**config.mk**
```make
export PLATFORM = sky130hd
export DESIGN_NAME = dot_product_sequencer_flat
export DESIGN_NICKNAME = d
export VERILOG_FILES = /design/src/rtl/dot_product_sequencer_pkg.sv /design/src/rtl/dot_product_sequencer_if.sv /design/src/rtl/dot_product_sequencer.sv /design/src/flat_wrapper.sv
export SDC_FILE = /design/constraint.sdc
export NUM_CORES = 1
export LEC_CHECK = 0
export CORE_MARGIN = 3
export CORE_UTILIZATION = 50
export DETAILED_ROUTE_END_ITERATION = 8
export PLACE_DENSITY = 0.87
export SETUP_SLACK_MARGIN = 0.1
export SLEW_MARGIN = 20
export SYNTH_ARGS = -nofsm -noshare
export SYNTH_HDL_FRONTEND = slang
export SYNTH_SLANG_ARGS = --single-unit
```
**constraint.sdc**
```tcl
create_clock -name clk -period 4.3 [get_ports clk]
set_input_delay 0.86 -clock clk [delete_from_list [all_inputs] [get_ports clk]]
set_output_delay 0.86 -clock clk [all_outputs]
set_load 0.02 [all_outputs]
```
**src/rtl/dot_product_sequencer_pkg.sv**
```systemverilog
// Shared coprocessor definitions: FSM states, datapath widths and the
// saturating signed adder used by the dot-product accumulator.
package coproc_pkg;

  localparam int unsigned N_MAX = 5;
  localparam int unsigned W     = 8;

  localparam logic signed [W-1:0] SAT_MAX = {1'b0, {(W-1){1'b1}}};
  localparam logic signed [W-1:0] SAT_MIN = {1'b1, {(W-1){1'b0}}};

  typedef enum logic [1:0] {
    StIdle,
    StRun,
    StDone
  } state_e;

  // Returns {overflow, saturated_sum}; the sum is formed one bit wider so the
  // two top bits disagree exactly when the W-bit result would have wrapped.
  function automatic logic [W:0] sat_add(input logic [W-1:0] a, input logic [W-1:0] b);
    logic [W:0] s;
    s = {a[W-1], a} + {b[W-1], b};
    if (s[W] != s[W-1]) begin
      return {1'b1, (s[W] ? SAT_MIN : SAT_MAX)};
    end
    return {1'b0, s[W-1:0]};
  endfunction

endpackage

```
**src/rtl/dot_product_sequencer_if.sv**
```systemverilog
// Request/result bus of the dot-product sequencer plus its link to the
// external combinational multiplier.
interface dot_product_sequencer_if #(
  parameter int unsigned N_MAX = coproc_pkg::N_MAX,
  parameter int unsigned W     = coproc_pkg::W
);

  logic               start;
  logic [2:0]         len;
  logic [N_MAX*W-1:0] vec_a;
  logic [N_MAX*W-1:0] vec_b;
  logic [W-1:0]       mul_a;
  logic [W-1:0]       mul_b;
  logic               mul_rst;
  logic [W-1:0]       mul_prod;
  logic               mul_ovf;
  logic [W-1:0]       result;
  logic               ovf;
  logic               busy;
  logic               done;

  // Control plus multiplier side
  modport master (
    output start, len, vec_a, vec_b, mul_prod, mul_ovf,
    input  mul_a, mul_b, mul_rst, result, ovf, busy, done
  );

  // Sequencer side
  modport slave (
    input  start, len, vec_a, vec_b, mul_prod, mul_ovf,
    output mul_a, mul_b, mul_rst, result, ovf, busy, done
  );

endinterface

```
**src/rtl/dot_product_sequencer.sv**
```systemverilog
// Feeds one operand pair per cycle to an external multiplier and accumulates
// the products into a saturating signed sum with a sticky overflow flag.
module dot_product_sequencer
  import coproc_pkg::*;
#(
  parameter int unsigned N_MAX = coproc_pkg::N_MAX,
  parameter int unsigned W     = coproc_pkg::W
) (
  input  logic                   clk,
  input  logic                   rst,
  dot_product_sequencer_if.slave bus
);

  state_e             state_q, state_d;
  logic [N_MAX*W-1:0] a_q, a_d, b_q, b_d;
  logic [2:0]         n_q, n_d, idx_q, idx_d;
  logic [W-1:0]       acc_q, acc_d, result_q, result_d;
  logic               ovf_q, ovf_d;

  logic [2:0]         n_eff;
  logic [W:0]         sum;
  logic               last;

  assign n_eff = (bus.len > 3'(N_MAX)) ? 3'(N_MAX) : bus.len;
  assign sum   = sat_add(acc_q, bus.mul_prod);
  assign last  = (idx_q == n_q - 3'd1);

  always_ff @(posedge clk) begin
    if (rst) begin
      state_q <= StIdle;
    end else begin
      state_q <= state_d;
    end
  end

  always_comb begin
    state_d = state_q;
    case (state_q)
      StIdle: if (bus.start) state_d = (n_eff == 3'd0) ? StDone : StRun;
      StRun:  if (last) state_d = StDone;
      StDone: state_d = StIdle;
      default: state_d = StIdle;
    endcase
  end

  always_comb begin
    bus.mul_a   = '0;
    bus.mul_b   = '0;
    bus.mul_rst = 1'b1;
    bus.busy    = 1'b0;
    bus.done    = 1'b0;
    case (state_q)
      StRun: begin
        bus.mul_a   = a_q[W*idx_q +: W];
        bus.mul_b   = b_q[W*idx_q +: W];
        bus.mul_rst = 1'b0;
        bus.busy    = 1'b1;
      end
      StDone: begin
        bus.busy = 1'b1;
        bus.done = 1'b1;
      end
      default: ;
    endcase
  end

  assign bus.result = result_q;
  assign bus.ovf    = ovf_q;

  always_comb begin
    a_d      = a_q;
    b_d      = b_q;
    n_d      = n_q;
    idx_d    = idx_q;
    acc_d    = acc_q;
    result_d = result_q;
    ovf_d    = ovf_q;
    case (state_q)
      StIdle: begin
        if (bus.start) begin
          a_d   = bus.vec_a;
          b_d   = bus.vec_b;
          n_d   = n_eff;
          idx_d = '0;
          acc_d = '0;
          ovf_d = 1'b0;
          // An empty dot product is zero, so it overwrites the old result.
          if (n_eff == 3'd0) result_d = '0;
        end
      end
      StRun: begin
        acc_d = sum[W-1:0];
        ovf_d = ovf_q | bus.mul_ovf | sum[W];
        idx_d = idx_q + 3'd1;
        if (last) result_d = sum[W-1:0];
      end
      default: ;
    endcase
  end

  always_ff @(posedge clk) begin
    if (rst) begin
      a_q      <= '0;
      b_q      <= '0;
      n_q      <= '0;
      idx_q    <= '0;
      acc_q    <= '0;
      result_q <= '0;
      ovf_q    <= 1'b0;
    end else begin
      a_q      <= a_d;
      b_q      <= b_d;
      n_q      <= n_d;
      idx_q    <= idx_d;
      acc_q    <= acc_d;
      result_q <= result_d;
      ovf_q    <= ovf_d;
    end
  end

endmodule
```
**src/flat_wrapper.sv**
```systemverilog
// flat-port wrapper written by rule: the top's interface ports become plain ports
module dot_product_sequencer_flat import coproc_pkg::*;
#(
  parameter int unsigned N_MAX = coproc_pkg::N_MAX,
  parameter int unsigned W     = coproc_pkg::W
)
  (clk, rst, bus_start, bus_len, bus_vec_a, bus_vec_b, bus_mul_prod, bus_mul_ovf, bus_mul_a, bus_mul_b, bus_mul_rst, bus_result, bus_ovf, bus_busy, bus_done);
  dot_product_sequencer_if #(.N_MAX(N_MAX), .W(W)) bus_i ();
  input  logic clk;
  input  logic rst;
  input wire logic [$bits(bus_i.start)-1:0] bus_start;
  input wire logic [$bits(bus_i.len)-1:0] bus_len;
  input wire logic [$bits(bus_i.vec_a)-1:0] bus_vec_a;
  input wire logic [$bits(bus_i.vec_b)-1:0] bus_vec_b;
  input wire logic [$bits(bus_i.mul_prod)-1:0] bus_mul_prod;
  input wire logic [$bits(bus_i.mul_ovf)-1:0] bus_mul_ovf;
  output wire logic [$bits(bus_i.mul_a)-1:0] bus_mul_a;
  output wire logic [$bits(bus_i.mul_b)-1:0] bus_mul_b;
  output wire logic [$bits(bus_i.mul_rst)-1:0] bus_mul_rst;
  output wire logic [$bits(bus_i.result)-1:0] bus_result;
  output wire logic [$bits(bus_i.ovf)-1:0] bus_ovf;
  output wire logic [$bits(bus_i.busy)-1:0] bus_busy;
  output wire logic [$bits(bus_i.done)-1:0] bus_done;
  assign bus_i.start = bus_start;
  assign bus_i.len = bus_len;
  assign bus_i.vec_a = bus_vec_a;
  assign bus_i.vec_b = bus_vec_b;
  assign bus_i.mul_prod = bus_mul_prod;
  assign bus_i.mul_ovf = bus_mul_ovf;
  assign bus_mul_a = bus_i.mul_a;
  assign bus_mul_b = bus_i.mul_b;
  assign bus_mul_rst = bus_i.mul_rst;
  assign bus_result = bus_i.result;
  assign bus_ovf = bus_i.ovf;
  assign bus_busy = bus_i.busy;
  assign bus_done = bus_i.done;
  dot_product_sequencer #(.N_MAX(N_MAX), .W(W)) u_core (.clk(clk), .rst(rst), .bus(bus_i));
endmodule
```
==> results list, run 1 <==
- Cell area after technology mapping: 0.00490 mm2
- The clock drives 105 sinks.
- After synthesis the netlist holds a flip-flop and latch count of 105.
* Fraction of registers with async set or reset after synthesis: 0%
- Counting along the longest clock path gives a buffer depth of 2.
- H-tree depth: 3
* Outcome: finished, final reports clean
- The worst setup path is captured at an output pin.
* Total Negative Setup Slacks: 0 ns
- After floorplanning, the core was sized to cover 0.00937 mm2.
* Global Route Usage Sum: 24.6%
* Cell variety after synth: 56
- In this run, the number of DRC markers left after iteration 0 of detailed routing was 301.
- The share of synthesized area in the top cell type comes to 42.9%.
- The worst setup path is launched from a register.
* Remaining design rule violation count: 0
- Sum of overflow across all layers after global routing: 0
* Maximum number of pins on one net before global-route repair: 57
- Data on the critical path is required at its endpoint by 3.44 ns.
- For this run, the detailed router's first-pass iteration total came to 5.
- The most used flip-flop cell after synthesis is dfxtp_1.
- Ranked by total cell area, the synthesized netlist is headed by dfxtp_1 43%, nand2_1 14%, a21oi_1 9.8%.
- met2 is the most crowded layer.
- TritonCTS built the clock tree.
* Initial antenna violation count: 0
* Detailed placer's ending HPWL: 9.93 mm
* Clock latency reported for the late side of the worst-skew pair: 0.38 ns
* Clk pin slew, worst setup/hold paths: 0.10 ns
* Number of top-level pins: 123
* Worst Max-Slew Pin Slew: 1.03 ns
- Worst ir drop on vdd: 0.000257 V
- Die Footprint: 0.0110 mm2
- Dividing the detail-routed wire length by the instance count gives 16.2 um.
- The final layout contains 802 nets.
- The tool flagged a number of max-cap violations equal to 0.
- For met3 alone, demand over resource in global routing was 5.56%.
* Number of buffers added to fix hold violations after cts: 0
- Top cell type by total area after synthesis: dfxtp_1
* Type of the tightest min-delay check: register to register
- The critical path goes through clkinv_1 > nor3_2 > a22oi_1 > nor2_1 > clkdlybuf4s50_1.
- The final number of max-transition violations was 0.
- Routing usage on met2: 39.4%
- Along the worst path, the maximum fanout reaches 16.
- The completed layout was analyzed and its total power is 2.23 mW.
- Count of final setup violators: 0
- In this run the tightest slew margin relative to its limit is 30.9%.
- During placement, the flow inserted port buffers numbering 122.
- Fraction of layout cells with a size suffix above 1: 7.88%
* Util after Layout: 67.9%
- # diodes: 0
- TritonCTS created 9 clock buffers.
- For this run, the top clock speed supported by timing is 0.274 GHz.
- Final critical path time including I/O delays and setup: 3.65 ns
* Final Wtd Congestion: 0.867
- The average instance in the mapped netlist occupies 8.29 um2.
- The critical path is of the register to output pin type.
- The floorplan step set the die width to 105 um.
- Global routing met1 resource utilization: 32.3%
- Number of rows created at floorplan: 35
- Crit path largest cell delay: 0.85 ns
- Counting every net in the synthesized netlist gives 700.
- In this run the cell area measured after placement is 0.00619 mm2.
- YS warnings: 0
* Number of instances resized during post-cts repair: 0
* Ranking of synthesized cells by instance count: 179 x nand2_1, 105 x dfxtp_1, 96 x a21oi_1, 29 x nor2_1, 28 x clkbuf_1
- Arrival time at the worst endpoint: 2.79 ns
- Cell type of the slowest stage on the worst timing path: nor3_2
- The number of setup buffers added after CTS is 0.
- Fin crit share: 84.8%
- Starting density of the core: 52.3%
* Leakage power: 2.34 nW
* Root Driver: clkbuf_8
* RSZ-0062 raised after global routing: no
- Number of global-route vias before repair: 4566
- The first global-routing pass estimated 22.1 mm of wire.
* Routed vias: 4674
* Synthesized instance count: 591
- Number of enable flip-flop cells after synthesis: 0
- Die extent in y: 105 um
- The detail route stage leaves a number of antenna-violating nets equal to 0.
* Register area share after synthesis: 42.9%
* Power density over the cells: 350 mW/mm2
- Total wire length: 13.4 mm
- Post-route design area: 0.00637 mm2
- Most frequently used cell type in the post-synthesis netlist: nand2_1
- The final number of hold-violating endpoints was 0.
* Post-Route Skew: 0.0141 ns
* Via density per instance: 5.65
- Area growth from synthesis to layout: 30.0%
worst max-delay path: cells and delay by family, from the launching register on:
family          cells  cell delay [ns]
simple gates        2             1.06
buf+inv             2             0.76
flops               1             0.39
compound gates      1             0.20
per-layer routing:
metal / vias up / part of all wire [%]
li1: 2249 / -
met1: 2155 / 42
met2: 226 / 48
met3: 44 / 7.4
met4: 0 / 3.0
met5: - / 0
layout make-up:
type / instances / area (um2)
clock buffers: 10 / 128
clock inverters: 6 / 50.0
fillers: 759 / 3000
inverters: 10 / 37.5
multi-input cells: 437 / 2610
flip-flops and latches: 105 / 2100
well taps: 129 / 161
repair buffers: 130 / 1280
path summary, 6_finish.rpt:
path,start,end,slack [ns],depth (start not counted)
worst max-delay path,u_core.idx_q[2]$_SDFFE_PP0P_,bus_mul_a[4],0.65,5
worst min-delay path,u_core.a_q[27]$_SDFFE_PP0P_,u_core.a_q[27]$_SDFFE_PP0P_,0.46,2
worst max register to register,u_core.acc_q[5]$_SDFFE_PP0P_,u_core.acc_q[2]$_SDFFE_PP0P_,1.85,6
worst min register to register,u_core.a_q[27]$_SDFFE_PP0P_,u_core.a_q[27]$_SDFFE_PP0P_,0.46,2
cell usage in the layout (no fill, tap or decap), drive strengths merged, types with 2 or more instances in the layout:
cell type / count
clkinv: 3
xnor2: 4
a211oi: 6
a221o: 5
o21ai: 12
a21o: 3
clkbuf: 10
buf: 9
mux4: 16
or4: 2
nand3: 5
nand2b: 2
a22oi: 21
a21oi: 96
nor2: 29
o211ai: 3
a22o: 2
ha: 13
or3: 3
xor2: 2
o21a: 2
nand2: 179
nor3b: 2
clkdlybuf4s50: 121
nor2b: 2
and3: 5
nor3: 5
inv: 12
nor4: 3
dfxtp: 105
registers in the layout (all words and copies together), names as in the netlist:
| name | flops |
|---|---|
| u_core.a_q | 40 |
| u_core.acc_q | 8 |
| u_core.b_q | 40 |
| u_core.bus.ovf | 1 |
| u_core.bus.result | 8 |
| u_core.idx_q | 3 |
| u_core.n_q | 3 |
| u_core.state_q | 2 |
cell families (layout without fill, tap and decap cells):
group	after synthesis	after routing	synth area share, %
and+or+nand+nor	238	238	20.1
AOI/OAI and AO/OA	160	160	20.0
DFF	105	105	42.9
buffers and inverters	49	156	3.91
muxes	18	18	7.79
adders and majority gates	14	14	3.73
xor gates and xnor gates	7	7	1.56
metrics by stage:
stage,hold WS [ns],setup WS [ns],cells
CTS,0.459,0.632,827
detailed placement,0.444,0.911,811
floorplan,0.433,1.63,591
finish,0.458,0.652,827
global route,0.474,0.498,827
global placement,0.439,1.06,811
report_power, final:
group	total (mW)	switching, mW	internal (mW)
registers	1.10	0.0469	1.05
clock network	0.576	0.357	0.219
logic	0.556	0.309	0.246
total	2.23	0.713	1.52
No activity file was read; power rests on OpenSTA's default activity.
==> inputs of run 2 (changes only) <==
--- a/config.mk
+++ b/config.mk
@@ -6,9 +6,9 @@
 export NUM_CORES = 1
 export LEC_CHECK = 0
 export CORE_MARGIN = 3
-export CORE_UTILIZATION = 50
+export CORE_UTILIZATION = 49
 export DETAILED_ROUTE_END_ITERATION = 8
-export PLACE_DENSITY = 0.87
+export PLACE_DENSITY = 0.86
 export SETUP_SLACK_MARGIN = 0.1
 export SLEW_MARGIN = 20
 export SYNTH_ARGS = -nofsm -noshare
==> constraint.sdc (replaced) <==
create_clock -name clk -period 3.43 [get_ports clk]
set_input_delay 0.686 -clock clk [delete_from_list [all_inputs] [get_ports clk]]
set_output_delay 0.686 -clock clk [all_outputs]
set_load 0.02 [all_outputs]
==> results list, run 2 (same netlist as run 1, synthesis figures left out) <==
- Outcome: finished, final reports clean (unchanged).
- Die Footprint: 0.0112 mm2 (was 0.0110 mm2)
- Initial antenna violation count: 0 (unchanged)
- The maximum level of the CTS H-tree came to 3 (unchanged).
* Most common cell after layout, fill and taps aside: nand2_1 (unchanged)
* Die extent in y: 106 um (was 105 um)
- Fin crit share: 91.5%
- The minimum setup slack in the final design is 0.290 ns (was 0.652 ns).
- RSZ-0062 raised after global routing: no (unchanged).
- Detailed placer's ending HPWL: 9.74 mm (was 9.93 mm)
* Die W: 106 um (was 105 um)
- The end point of the critical path is bus_mul_a[4] (unchanged).
* Remaining design rule violation count: 0 (unchanged)
- The capturing point of the worst reg2reg path is u_core.acc_q[4]$_SDFFE_PP0P_ (was u_core.acc_q[2]$_SDFFE_PP0P_).
- Arrival time at the worst endpoint: 2.45 ns (was 2.79 ns)
- Worst ir drop on vdd: 0.000228 V (was 0.000257 V)
- The nature of the critical path endpoint is an output pin (unchanged).
* Global Route Usage Sum: 23.5% (was 24.6%)
- The final estimated routing congestion in global placement is 0.891 (was 0.867).
- The wire length of the first global-routing pass is 21.5 mm (was 22.1 mm).
- The largest buffer count on any clock path was 2 (unchanged).
- The beginning of the critical path is u_core.idx_q[0]$_SDFFE_PP0P_ (was u_core.idx_q[2]$_SDFFE_PP0P_).
- Relative max-transition margin: 44.8% (was 30.9%)
* Number of slew-limit violations in the final report: 0 (unchanged)
- Worst Max-Slew Pin Slew: 0.829 ns (was 1.03 ns)
- The total wire length is 13.4 mm (about the same).
* Sw Share: 31.4% (was 32.0%)
- Area growth from synthesis to layout: 30.8% (was 30.0%)
- Flop pwr share: 49.0% (was 49.3%)
- The utilization after layout came to 67.7% (was 67.9%).
- Maximum number of pins on one net before global-route repair: 87 (was 57)
- The critical path required time came to 2.74 ns (was 3.44 ns).
- Post-place setup slack: 0.200 ns (was 0.911 ns)
- Worst hold-check slack: 0.456 ns (was 0.458 ns)
- Number of buffers added to fix hold violations after cts: 0 (unchanged)
- The routed via count is 4681 (was 4674).
* Max_cap viols: 0 (unchanged)
- Number of instances resized during post-cts repair: 0 (unchanged)
- The power density relative to cell area came to 438 mW/mm2 (was 350 mW/mm2).
- Power share of the combinational group: 24.9% (about the same)
- The clock tree root buffer cell is clkbuf_8 (unchanged).
* Regs by FF count: u_core.a_q (40), u_core.b_q (40) (unchanged)
- Worst reg2reg path depth: 6 (unchanged)
- Fraction of layout cells with a size suffix above 1: 8.14% (was 7.88%)
* Number of rows created at floorplan: 35 (unchanged)
- The internal cell power was 1.93 mW (was 1.52 mW).
- Starting density of the core: 51.8% (was 52.3%)
- # diodes: 0 (unchanged)
- The final global-route overflow total came to 0 (unchanged).
- Post-Route Skew: 0.0148 ns (was 0.0141 ns)
* Number of setup buffers added after CTS: 0 (unchanged)
- Commonest cells after routing, fill and taps aside: 178 x nand2_1, 121 x clkdlybuf4s50_1, 105 x dfxtp_1, 96 x a21oi_1, 29 x nor2_1 (unchanged).
* Clock buffers created by TritonCTS: 9 (unchanged)
* Max FO, Critical Path: 21 (was 16)
- The startpoint of the worst register-to-register path was u_core.acc_q[1]$_SDFFE_PP0P_ (was u_core.acc_q[5]$_SDFFE_PP0P_).
- The beginning of the worst hold path is u_core.a_q[18]$_SDFFE_PP0P_ (was u_core.a_q[27]$_SDFFE_PP0P_).
* Fin. Hold Viols: 0 (unchanged)
- Sw power: 0.880 mW (was 0.713 mW)
- Number of iterations in the first detailed-routing pass: 6 (was 5)
- Placeable Area: 0.00946 mm2 (was 0.00937 mm2)
* Number of sinks on the clock net: 105 (unchanged)
- Final critical path time including I/O delays and setup: 3.14 ns
* Leakage power: 2.36 nW (was 2.34 nW)
- Worst reg-to-reg setup slack: 0.94 ns (was 1.85 ns)
- The clock slew seen by the registers of the worst setup and hold paths is 0.09 ns (was 0.10 ns).
* Fmax: 0.318 GHz
- Count of final setup violators: 0 (unchanged)
- Final net count: 804 (was 802)
- Number of nets with antenna violations after detailed routing: 0 (unchanged)
* Clock latency reported for the late side of the worst-skew pair: 0.36 ns (was 0.38 ns)
- The average wire per cell in the routed design came to 16.2 um (about the same).
- Via density per instance: 5.65 (about the same)
- The power share of the clock group came to 26.0% (was 25.8%).
* Crit path kind: register to output pin (unchanged)
- Count of buffers from port buffering: 122 (unchanged)
* Number of top-level pins: 123 (unchanged)
- Total Negative Setup Slacks: 0 ns (unchanged)
- The via count of the first global-routing pass is 4519 (was 4566).
- The post-layout total power is 2.81 mW (was 2.23 mW).
- Type of the tightest min-delay check: register to register (unchanged)
- The CTS tree is yes (unchanged).
- The starting DRC count in detailed routing was 292 (was 301).
- Startpoint type of the worst setup path: register (unchanged)
-- run 2: cell count changes in the layout (fill, tap and decap cells not counted) --
cell | previous run | this run
inv_6 | 2 | 1
buf_4 | 8 | 9
clkbuf_8 | 9 | 10
buf_12 | 0 | 1
clkinvlp_4 | 1 | 0
clkinv_2 | 1 | 0
clkinv_4 | 1 | 3
-- run 2: worst min path at each step --
| stage | to | slack (ns) | cells after the start |
|---|---|---|---|
| 3_3_place_gp | u_core.b_q[22]$_SDFFE_PP0P_ | 0.44 | 2 |
| 5_1_grt | u_core.b_q[34]$_SDFFE_PP0P_ | 0.48 | 2 |
| 4_1_cts | u_core.a_q[18]$_SDFFE_PP0P_ | 0.46 | 2 |
| 3_5_place_dp | u_core.a_q[18]$_SDFFE_PP0P_ | 0.44 | 2 |
| 2_1_floorplan | u_core.a_q[16]$_SDFFE_PP0P_ | 0.43 | 2 |
| 6_report | u_core.a_q[18]$_SDFFE_PP0P_ | 0.46 | 2 |
-- run 2: layer usage --
metal	vias up	share of wire (%)	GRT usage [%]	wire length, um
li1	2258	-	-	-
met1	2177	42	31.9	5600
met2	224	49	39.3	6590
met3	22	7.5	3.04	1010
met4	0	1.7	7.40	232
met5	-	0	0	0
-- run 2: metrics by stage --
stage	instances	instance area, um2
after CTS	829	6400
final	829	6400
after global placement	813	6220
after detailed placement	813	6220
after global routing	829	6400
after floorplan	591	4900
-- run 2: area by class of cell --
| type | instances | area [um2] |
|---|---|---|
| multi-input cells | 437 | 2610 |
| inverters | 10 | 37.5 |
| well taps | 129 | 161 |
| fillers | 773 | 3050 |
| clock inverters | 5 | 46.3 |
| repair buffers | 132 | 1300 |
| clock buffers | 11 | 141 |
| flip-flops and latches | 105 | 2100 |
-- run 2: worst max-delay path: stages (launching register included) --
cell and delay [ns]:
dfxtp_1 0.32, buf_4 0.36, mux4_2 0.57, a22oi_1 0.17, nor2_1 0.09, clkdlybuf4s50_1 0.58
-- run 2: power by group through the flow --
stage	logic [mW]	clock network (mW)	registers (mW)
2_1_floorplan	0.448	0	1.38
3_3_place_gp	0.670	0	1.40
3_5_place_dp	0.689	0	1.40
4_1_cts	0.696	0.741	1.37
5_1_grt	0.769	0.791	1.39
6_report	0.699	0.731	1.38
